**src/rtl/lsu_mem_ctrl.sv**
```systemverilog
// lsu_mem_ctrl: load/store controller between the EX/MEM stage and the data memory.
// Accepts one request at a time. Loads are extended to 64 bits. Doubleword stores
// write directly. Byte, half and word stores read, merge and write back the whole
// 8-byte memory word. Accesses past the top of memory are faulted without any
// memory traffic.
//
// Ports:
//   clk, reset_n                    clock, asynchronous active-low reset
//   req_valid / req_ready           request handshake
//   req_load, req_store, funct3     request kind and RV64 size code
//   addr, store_data                byte address and store value
//   resp_valid, resp_fault          one-cycle completion pulse and fault flag
//   load_data                       extended load result; holds between loads
//   mem_addr, mem_write_data        data memory address and write value
//   mem_read, mem_write             data memory strobes
//   mem_read_data                   combinational read data at mem_addr
module lsu_mem_ctrl #(
    parameter int unsigned MEM_BYTES = 64
) (
    input  logic        clk,
    input  logic        reset_n,
    input  logic        req_valid,
    output logic        req_ready,
    input  logic        req_load,
    input  logic        req_store,
    input  logic [2:0]  funct3,
    input  logic [63:0] addr,
    input  logic [63:0] store_data,
    output logic        resp_valid,
    output logic        resp_fault,
    output logic [63:0] load_data,
    output logic [63:0] mem_addr,
    output logic [63:0] mem_write_data,
    output logic        mem_write,
    output logic        mem_read,
    input  logic [63:0] mem_read_data
);

    localparam int unsigned XLEN      = 64;
    localparam logic [63:0] TOP_BASE  = 64'(MEM_BYTES - 8);
    localparam logic [63:0] MEM_LIMIT = 64'(MEM_BYTES);

    typedef enum logic [2:0] {
        ST_IDLE,
        ST_LD_RD,
        ST_RMW_RD,
        ST_WR,
        ST_RESP
    } state_t;

    state_t r_state;
    state_t w_next;

    logic [2:0]      r_funct3;
    logic            r_fault;
    logic [63:0]     r_base;
    logic [2:0]      r_off;
    logic [XLEN-1:0] r_store_data;
    logic [XLEN-1:0] r_wbuf;
    logic [XLEN-1:0] r_load_data;

    logic            w_accept;
    logic [63:0]     w_size;
    logic [63:0]     w_base;
    logic [2:0]      w_off;
    logic            w_fault;
    logic [5:0]      w_shift;
    logic [XLEN-1:0] w_mask;
    logic [XLEN-1:0] w_rd_shift;

    // Low-order byte mask for an access of the given size code.
    function automatic logic [XLEN-1:0] size_mask(input logic [1:0] sz);
        logic [XLEN-1:0] m;
        case (sz)
            2'd0:    m = 64'h0000_0000_0000_00FF;
            2'd1:    m = 64'h0000_0000_0000_FFFF;
            2'd2:    m = 64'h0000_0000_FFFF_FFFF;
            default: m = 64'hFFFF_FFFF_FFFF_FFFF;
        endcase
        return m;
    endfunction

    // Truncate to the access size, then sign- or zero-extend by funct3.
    function automatic logic [XLEN-1:0] extend(input logic [2:0] f3, input logic [XLEN-1:0] v);
        logic [XLEN-1:0] r;
        case (f3)
            3'b000:  r = {{56{v[7]}},  v[7:0]};
            3'b001:  r = {{48{v[15]}}, v[15:0]};
            3'b010:  r = {{32{v[31]}}, v[31:0]};
            3'b100:  r = {56'd0, v[7:0]};
            3'b101:  r = {48'd0, v[15:0]};
            3'b110:  r = {32'd0, v[31:0]};
            default: r = v;
        endcase
        return r;
    endfunction

    // Request decode: accesses near the top are clamped to the last full
    // 8-byte window and addressed inside it by a byte offset.
    assign w_accept = req_valid & req_ready;
    assign w_size   = 64'(1) << funct3[1:0];
    assign w_base   = (addr <= TOP_BASE) ? addr : TOP_BASE;
    assign w_off    = 3'(addr - w_base);

    // Range test written as addr > limit - size so it cannot overflow.
    assign w_fault  = (addr > (MEM_LIMIT - w_size))
                    | (funct3 == 3'b111)
                    | (req_store & funct3[2])
                    | (req_load == req_store);

    // Byte-lane alignment of the latched request within the memory word.
    assign w_shift    = {r_off, 3'b000};
    assign w_mask     = size_mask(r_funct3[1:0]) << w_shift;
    assign w_rd_shift = mem_read_data >> w_shift;

    // State register.
    always_ff @(posedge clk or negedge reset_n) begin
        if (!reset_n) begin
            r_state <= ST_IDLE;
        end else begin
            r_state <= w_next;
        end
    end

    // Next-state and Moore output decode.
    always_comb begin
        w_next     = r_state;
        req_ready  = 1'b0;
        mem_read   = 1'b0;
        mem_write  = 1'b0;
        resp_valid = 1'b0;
        resp_fault = 1'b0;
        case (r_state)
            ST_IDLE: begin
                req_ready = reset_n;
                if (w_accept) begin
                    if (w_fault) begin
                        w_next = ST_RESP;
                    end else if (req_load) begin
                        w_next = ST_LD_RD;
                    end else if (funct3[1:0] == 2'b11) begin
                        w_next = ST_WR;
                    end else begin
                        w_next = ST_RMW_RD;
                    end
                end
            end
            ST_LD_RD: begin
                mem_read = 1'b1;
                w_next   = ST_RESP;
            end
            ST_RMW_RD: begin
                mem_read = 1'b1;
                w_next   = ST_WR;
            end
            ST_WR: begin
                mem_write = 1'b1;
                w_next    = ST_RESP;
            end
            ST_RESP: begin
                resp_valid = 1'b1;
                resp_fault = r_fault;
                w_next     = ST_IDLE;
            end
            default: begin
                w_next = ST_IDLE;
            end
        endcase
    end

    // Request latch, write buffer and load result.
    always_ff @(posedge clk or negedge reset_n) begin
        if (!reset_n) begin
            r_funct3     <= 3'd0;
            r_fault      <= 1'b0;
            r_base       <= 64'd0;
            r_off        <= 3'd0;
            r_store_data <= '0;
            r_wbuf       <= '0;
            r_load_data  <= '0;
        end else begin
            case (r_state)
                ST_IDLE: begin
                    if (w_accept) begin
                        r_funct3 <= funct3;
                        r_fault  <= w_fault;
                        // Faulted requests leave the memory-side address untouched.
                        if (!w_fault) begin
                            r_base       <= w_base;
                            r_off        <= w_off;
                            r_store_data <= store_data;
                            if (req_store && (funct3[1:0] == 2'b11)) begin
                                r_wbuf <= store_data;
                            end
                        end
                    end
                end
                ST_LD_RD: begin
                    r_load_data <= extend(r_funct3, w_rd_shift);
                end
                ST_RMW_RD: begin
                    r_wbuf <= (mem_read_data & ~w_mask) | ((r_store_data << w_shift) & w_mask);
                end
                default: begin
                end
            endcase
        end
    end

    assign load_data      = r_load_data;
    assign mem_addr       = r_base;
    assign mem_write_data = r_wbuf;

endmodule
```
**config.mk**
```make
export PLATFORM = sky130hd
export DESIGN_NAME = lsu_mem_ctrl
export DESIGN_NICKNAME = d
export VERILOG_FILES = /design/src/rtl/lsu_mem_ctrl.sv
export SDC_FILE = /design/constraint.sdc
export NUM_CORES = 1
export LEC_CHECK = 0
export CAP_MARGIN = 20
export CORE_ASPECT_RATIO = 0.8
export CORE_MARGIN = 8
export CORE_UTILIZATION = 62
export CTS_CLUSTER_DIAMETER = 30
export DETAILED_ROUTE_END_ITERATION = 12
export DONT_BUFFER_PORTS = 1
export PLACE_DENSITY = 0.77
export SKIP_CTS_REPAIR_TIMING = 1
export SYNTH_ARGS = -nofsm -noshare
export SYNTH_HDL_FRONTEND = slang
export SYNTH_SLANG_ARGS = --single-unit
```
**constraint.sdc**
```tcl
create_clock -name clk -period 5.5 [get_ports clk]
set_input_delay 0.55 -clock clk [delete_from_list [all_inputs] [get_ports clk]]
set_output_delay 0.55 -clock clk [all_outputs]
set_load 0.005 [all_outputs]
```
Yosys cells after proc, flatten, opt, wreduce, memory -nomap -nowiden
Cells that the tools add are included.
{"block": "word_totals", "mem_bits_ro": 0, "ram_bits": 0, "wordCells": 70, "reg_bits": 266, "in_bits": 200, "out_inout_bits": 197, "latchBits": 0, "n_memories": 0}
{"block": "op_classes", "addsub": 2, "shift": 4, "eq_ne": 17, "bitwise_logic": 10, "div_mod_pow": 0, "mul": 0, "n_reduce_logical": 10, "magnitude_cmp": 2, "mux": 17}
{"cell": "$pmux W64 S6", "n": 1}
{"cell": "$mux W64", "n": 4}
{"cell": "$pmux W64 S3", "n": 1}
{"cell": "$and A64 B64 Y64", "n": 2}
{"cell": "$pmux W64 S2", "n": 1}
{"cell": "$shl A64 B6 Y64", "n": 2}
{"cell": "$gt A64 B64 Y1", "n": 1}
{"cell": "$le A64 B6 Y1 const B", "n": 1}
{"cell": "$not A64 Y64", "n": 1}
{"cell": "$or A64 B64 Y64", "n": 1}
{"cell": "$shl A1 B2 Y64 const A", "n": 1}
{"cell": "$shr A64 B6 Y64", "n": 1}
{"cell": "$sub A7 B64 Y64 const A", "n": 1}
{"cell": "$eq A3 B3 Y1 const B", "n": 5}
{"cell": "$eq A3 B2 Y1 const B", "n": 3}
{"cell": "$pmux W3 S3", "n": 1}
{"cell": "$eq A3 B1 Y1 const B", "n": 2}
{"cell": "$logic_not A3 Y1", "n": 2}
{"cell": "$mux W1", "n": 6}
{"cell": "$mux W3", "n": 2}
{"cell": "$ne A2 B2 Y1 const B", "n": 3}
{"cell": "$eq A2 B2 Y1 const B", "n": 2}
{"cell": "$reduce_and A4 Y1", "n": 1}
{"cell": "$reduce_or A2 Y1", "n": 2}
{"cell": "other kinds (12)", "n": 15}

Longest topological paths before layout
{"block": "logic_depth", "depth_word": 9, "ltp_mapped": 12, "depth_no_buf": 9}

Least setup slack after synthesis
OpenSTA, ideal clock, no wires.
{"block": "synth_path", "kind": "input port to flip-flop", "startpoint": "in addr[63]", "endpoint": "reg r_off[2]", "n_path_buf": 3, "t_required_ps": 5380, "setup_time_ps": 120, "arrival_ps": 2739, "slack_ps": 2641, "cell_stages": 12, "path_cell_list": "nor4_1 > nand4_1 > or4_1 > buf_2 > buf_2 > clkbuf_1 > o21ai_0 > ha_1 > nor2_1 > xnor2_1 > o21ai_0 > a31o_2"}
{"block": "synth_between", "elab_chain_cells": 6, "word_cells_on_any_way": 9, "cone_classes": "1 x add/sub; 2 x order compare; 1 x mux; 4 x bitwise; 1 x reduce/logical"}
{"element": "from (decl)", "line": "27", "text": "input logic [63:0] addr,"}
{"element": "$gt A64 B64 Y1", "line": "106", "text": "assign w_fault = (addr > (MEM_LIMIT - w_size))"}
{"element": "$or A1 B1 Y1", "line": "107", "text": "| (funct3 == 3'b111)"}
{"element": "$or A1 B1 Y1", "line": "108", "text": "| (req_store & funct3[2])"}
{"element": "$or A1 B1 Y1", "line": "109", "text": "| (req_load == req_store);"}
{"element": "$not A1 Y1 (no line)"}
{"element": "$reduce_and A3 Y1 (no line)"}
{"element": "to (signal assigned)", "line": "190", "text": "r_off <= w_off;"}
{"element": "to (decl)", "line": "57", "text": "logic [2:0] r_off;"}
Parallel ways exist; a longest one is shown, timed or not.
A chain may end at the register's enable or synchronous reset.

Worst setup path in the final report
{"block": "layout_path", "startpoint": "reg r_state[2]", "endpoint": "reg r_store_data[0]"}
{"block": "layout_between", "elab_chain_cells": 4}
{"element": "from (decl)", "line": "51", "text": "state_t r_state;"}
{"element": "from (signal assigned)", "line": "121", "text": "r_state <= w_next;"}
{"element": "$logic_not A3 Y1", "line": "133", "text": "case (r_state)"}
{"element": "$mux W1", "line": "133"}
{"element": "named net req_ready", "line": "23", "text": "output logic req_ready,"}
{"element": "$and A1 B1 Y1", "line": "100", "text": "assign w_accept = req_valid & req_ready;"}
{"element": "$reduce_and A3 Y1 (no line)"}
{"element": "to (signal assigned)", "line": "191", "text": "r_store_data <= store_data;"}
{"element": "to (decl)", "line": "58", "text": "logic [XLEN-1:0] r_store_data;"}
The timed path passes the listed nets, and every way through them passes these cells.

==> impl_results.md <==
- Register bit total from synthesis: 266
- Hpwl dp: 40,920 µm
- Initial Util: 63.46%
- Max-Cap Viols: 0
- Mapped Cells: 1,504
- Clk_skew: 0.03006 ns
- Main combinational cell family by area after synthesis: multiplexers
- Non-Filler Instances: 1,794
- Crit path time final: 3.460 ns
- Leakage: 7.974 nW
- Final cycle utilization of the critical path: 62.90%
- Post-synthesis compound-gate area fraction: 17.08%
- Sequential power share: 38.9%
- Root Buffer: clkbuf_16
- Crit Path Class: reg2reg
- Switching power: 1.205 mW
- Total power: 5.119 mW
- Chip height: 157.5 µm
- Setup tns final: 0 ns
- # fillers: 1,800
- PortBufs: 0
- Largest net degree at the start of global routing: 268
- Synth Flop Type: dfrtp_1
- Post-synth EDFFs: 0
- Placeable core area: 24,440 µm²
- Commonest non-fill, non-tap cell in the layout: dfrtp_1
- Ys async rst share: 100.0%
- Startpoint types: register
- Worst EP required: 5.92 ns
- Final RePlAce weighted congestion: 0.9824
- Fin. max-slew vios: 0
- Final WL: 56,850 µm
- Int Pwr: 3.914 mW
- Ports: 397
- Worst relative slew slack: 22.81%
- Commonest non-fill, non-tap cells in the layout: 264 x dfrtp_1, 120 x mux2_2, 101 x mux2i_1
- CTS tree: built
- Clock transition at path regs: 0.05 ns
- Chip width: 192.8 µm
- Die ar.: 30,360 µm²
- Adder-cell share of the synthesized area: 0.4034%
- Final hold vios: 266
- Worst Tran Pin Value: 1.158 ns
- Initial DRC count: 1,903
- Power per cell area: 297.9 nW/µm²
- Vias: 13,190
- Final Setup Violations: 0
- Share of cells above drive strength 1: 19.42%
- Final-stage net count: 1,641
- Hold/Removal Path Class: in2async
- Utilization after layout: 70.30%
- Netlist cell types: 67
- Grt ovf: 0
- CP arrival: 3.88 ns
- Sequential element share of the synthesized area: 42.92%
- Row cnt: 51
- Clock Latency Late Sink: 0.55 ns
- Antenna violations before repair: 3
- Max VDD drop: 0.0002394 V
- Ys Warns: 0
- Simple-gate share of the synthesized area: 13.99%
- R2R setup slack: 2.04 ns
- Sink Count: 266
- Total GRT Usage: 36.51%
- Routed Antenna Nets: 0
- Vias in the first global route: 12,730
- Via density: 7.354
- CP Capture Type: register
- XOR/XNOR Fraction of Synth Area: 0.1129%
- Clk pwr share: 57.2%
- Crit Path Max Fanout: 51
- Remaining DRCs: 0
- Failing checks: negative hold slack
- # H-tree levels: 2
- CTS Buf Count: 47
- Unrepaired setup endpoints after global routing: false
- Mux share of post-synthesis cell area: 20.75%
- Max Freq: 289.1 MHz
- Drt wl/cell: 31.69 µm
- Post-Syn Area: 15,510 µm²
- Maximum clock path buffer count: 3
- First-pass GRT wire length: 83,870 µm
- Switching power share of the total: 23.54%
- Comb power frac: 3.9%
- Placed insts: 1,704
- P&R area growth vs syn: 10.79%
- Min Hold Slack: -0.2898 ns
- 1st-pass router iterations: 7
- Status: finished with violations
- Mapped Avg Cell Area: 10.31 µm²
power by group through the flow:
stage	Sequential [mW]	Clock, mW	Combinational [mW]
floorplan	2.00	0	0.155
global placement	2.02	0	0.188
detailed placement	2.02	0	0.192
CTS	1.99	2.95	0.193
global route	1.99	3.04	0.212
finish	1.99	2.93	0.200
kinds of logic (layout without fill, tap and decap cells):
kind of cell	Yosys count	in the layout
AOI/OAI and AO/OA	383	383
other	2	6
adders and majority gates	5	5
and+or+nand+nor	411	411
xor gates and xnor gates	2	2
buffers and inverters	172	140
muxes	263	263
DFF	266	266
final cells by class:
| cell class | count | area [µm²] | share of cell area, % |
|---|---|---|---|
| sequential | 266 | 6661 | 38.77 |
| tap | 318 | 397.9 | 2.316 |
| clock inverter | 28 | 329.1 | 1.915 |
| clock buffer | 58 | 1289 | 7.501 |
| inverter | 27 | 101.3 | 0.5899 |
| multi-input combinational | 1067 | 8160 | 47.49 |
| timing repair buffer | 27 | 235.2 | 1.369 |
| antenna | 3 | 7.507 | 0.04369 |
synthesized netlist by cell type, types with 10 or more instances:
cell type | instances | area (µm²)
a221oi_1 | 15 | 131.4
buf_1 | 10 | 37.54
a21oi_1 | 39 | 195.2
and3_1 | 51 | 319.1
a22oi_1 | 48 | 360.4
nor3_1 | 10 | 50.05
nor4_1 | 17 | 106.4
buf_2 | 30 | 150.1
mux4_2 | 34 | 765.7
dfrtp_1 | 266 | 6656
nand2b_1 | 13 | 81.33
a211oi_1 | 17 | 127.6
or3_1 | 14 | 87.58
o21ai_0 | 43 | 215.2
a31oi_1 | 79 | 494.2
o22ai_1 | 41 | 256.5
nor2_1 | 89 | 334.1
clkbuf_1 | 96 | 360.4
inv_1 | 26 | 97.59
nand2_1 | 90 | 337.8
mux2_2 | 120 | 1351
nor2b_1 | 18 | 112.6
mux2i_1 | 101 | 1011
and2_1 | 71 | 444.2
o31ai_1 | 42 | 315.3
per-layer routing:
metal	track usage, %	part of all wire, %	vias to the layer above
met2	51.59	42	1014
li1	-	-	5563
met4	12.38	3.7	4
met5	0	0.044	-
met3	17.47	17	151
met1	48.34	37	6461
worst max-delay path, stage by stage, from the launching register on:
cell,delay [ns]
dfrtp_1,0.48
nor4b_1,0.54
and2_1,0.20
buf_4,0.42
and4_2,0.98
buf_12,0.33
mux2_2,0.38
metrics by stage:
stage	instance area, µm²	worst slack (ns)
after CTS	17150	2.075
after global placement	15530	1.886
final	17180	2.040
after detailed placement	15530	1.840
after global routing	17170	1.832
after floorplan	15510	2.641
path summary, 6_finish.rpt:
path                                  start          endpoint  depth (start not counted)
min                                 reset_n       mem_addr[2]                          0
max reg2reg                      r_state[2]   r_store_data[0]                          6
max                              r_state[2]   r_store_data[0]                          6
max in group asynchronous           reset_n     load_data[14]                          0
min reg2reg                r_store_data[62]  r_store_data[62]                          1
min in group clk                   req_load        r_state[1]                          1
sequential cells by signal, summed over array words and instances (netlist names):
signal and cells:
mem_addr 64, mem_write_data 64, r_off 3, r_store_data 64, r_funct3 3, r_state 3, load_data 64, r_fault 1
(Power assumes the default switching activity.)
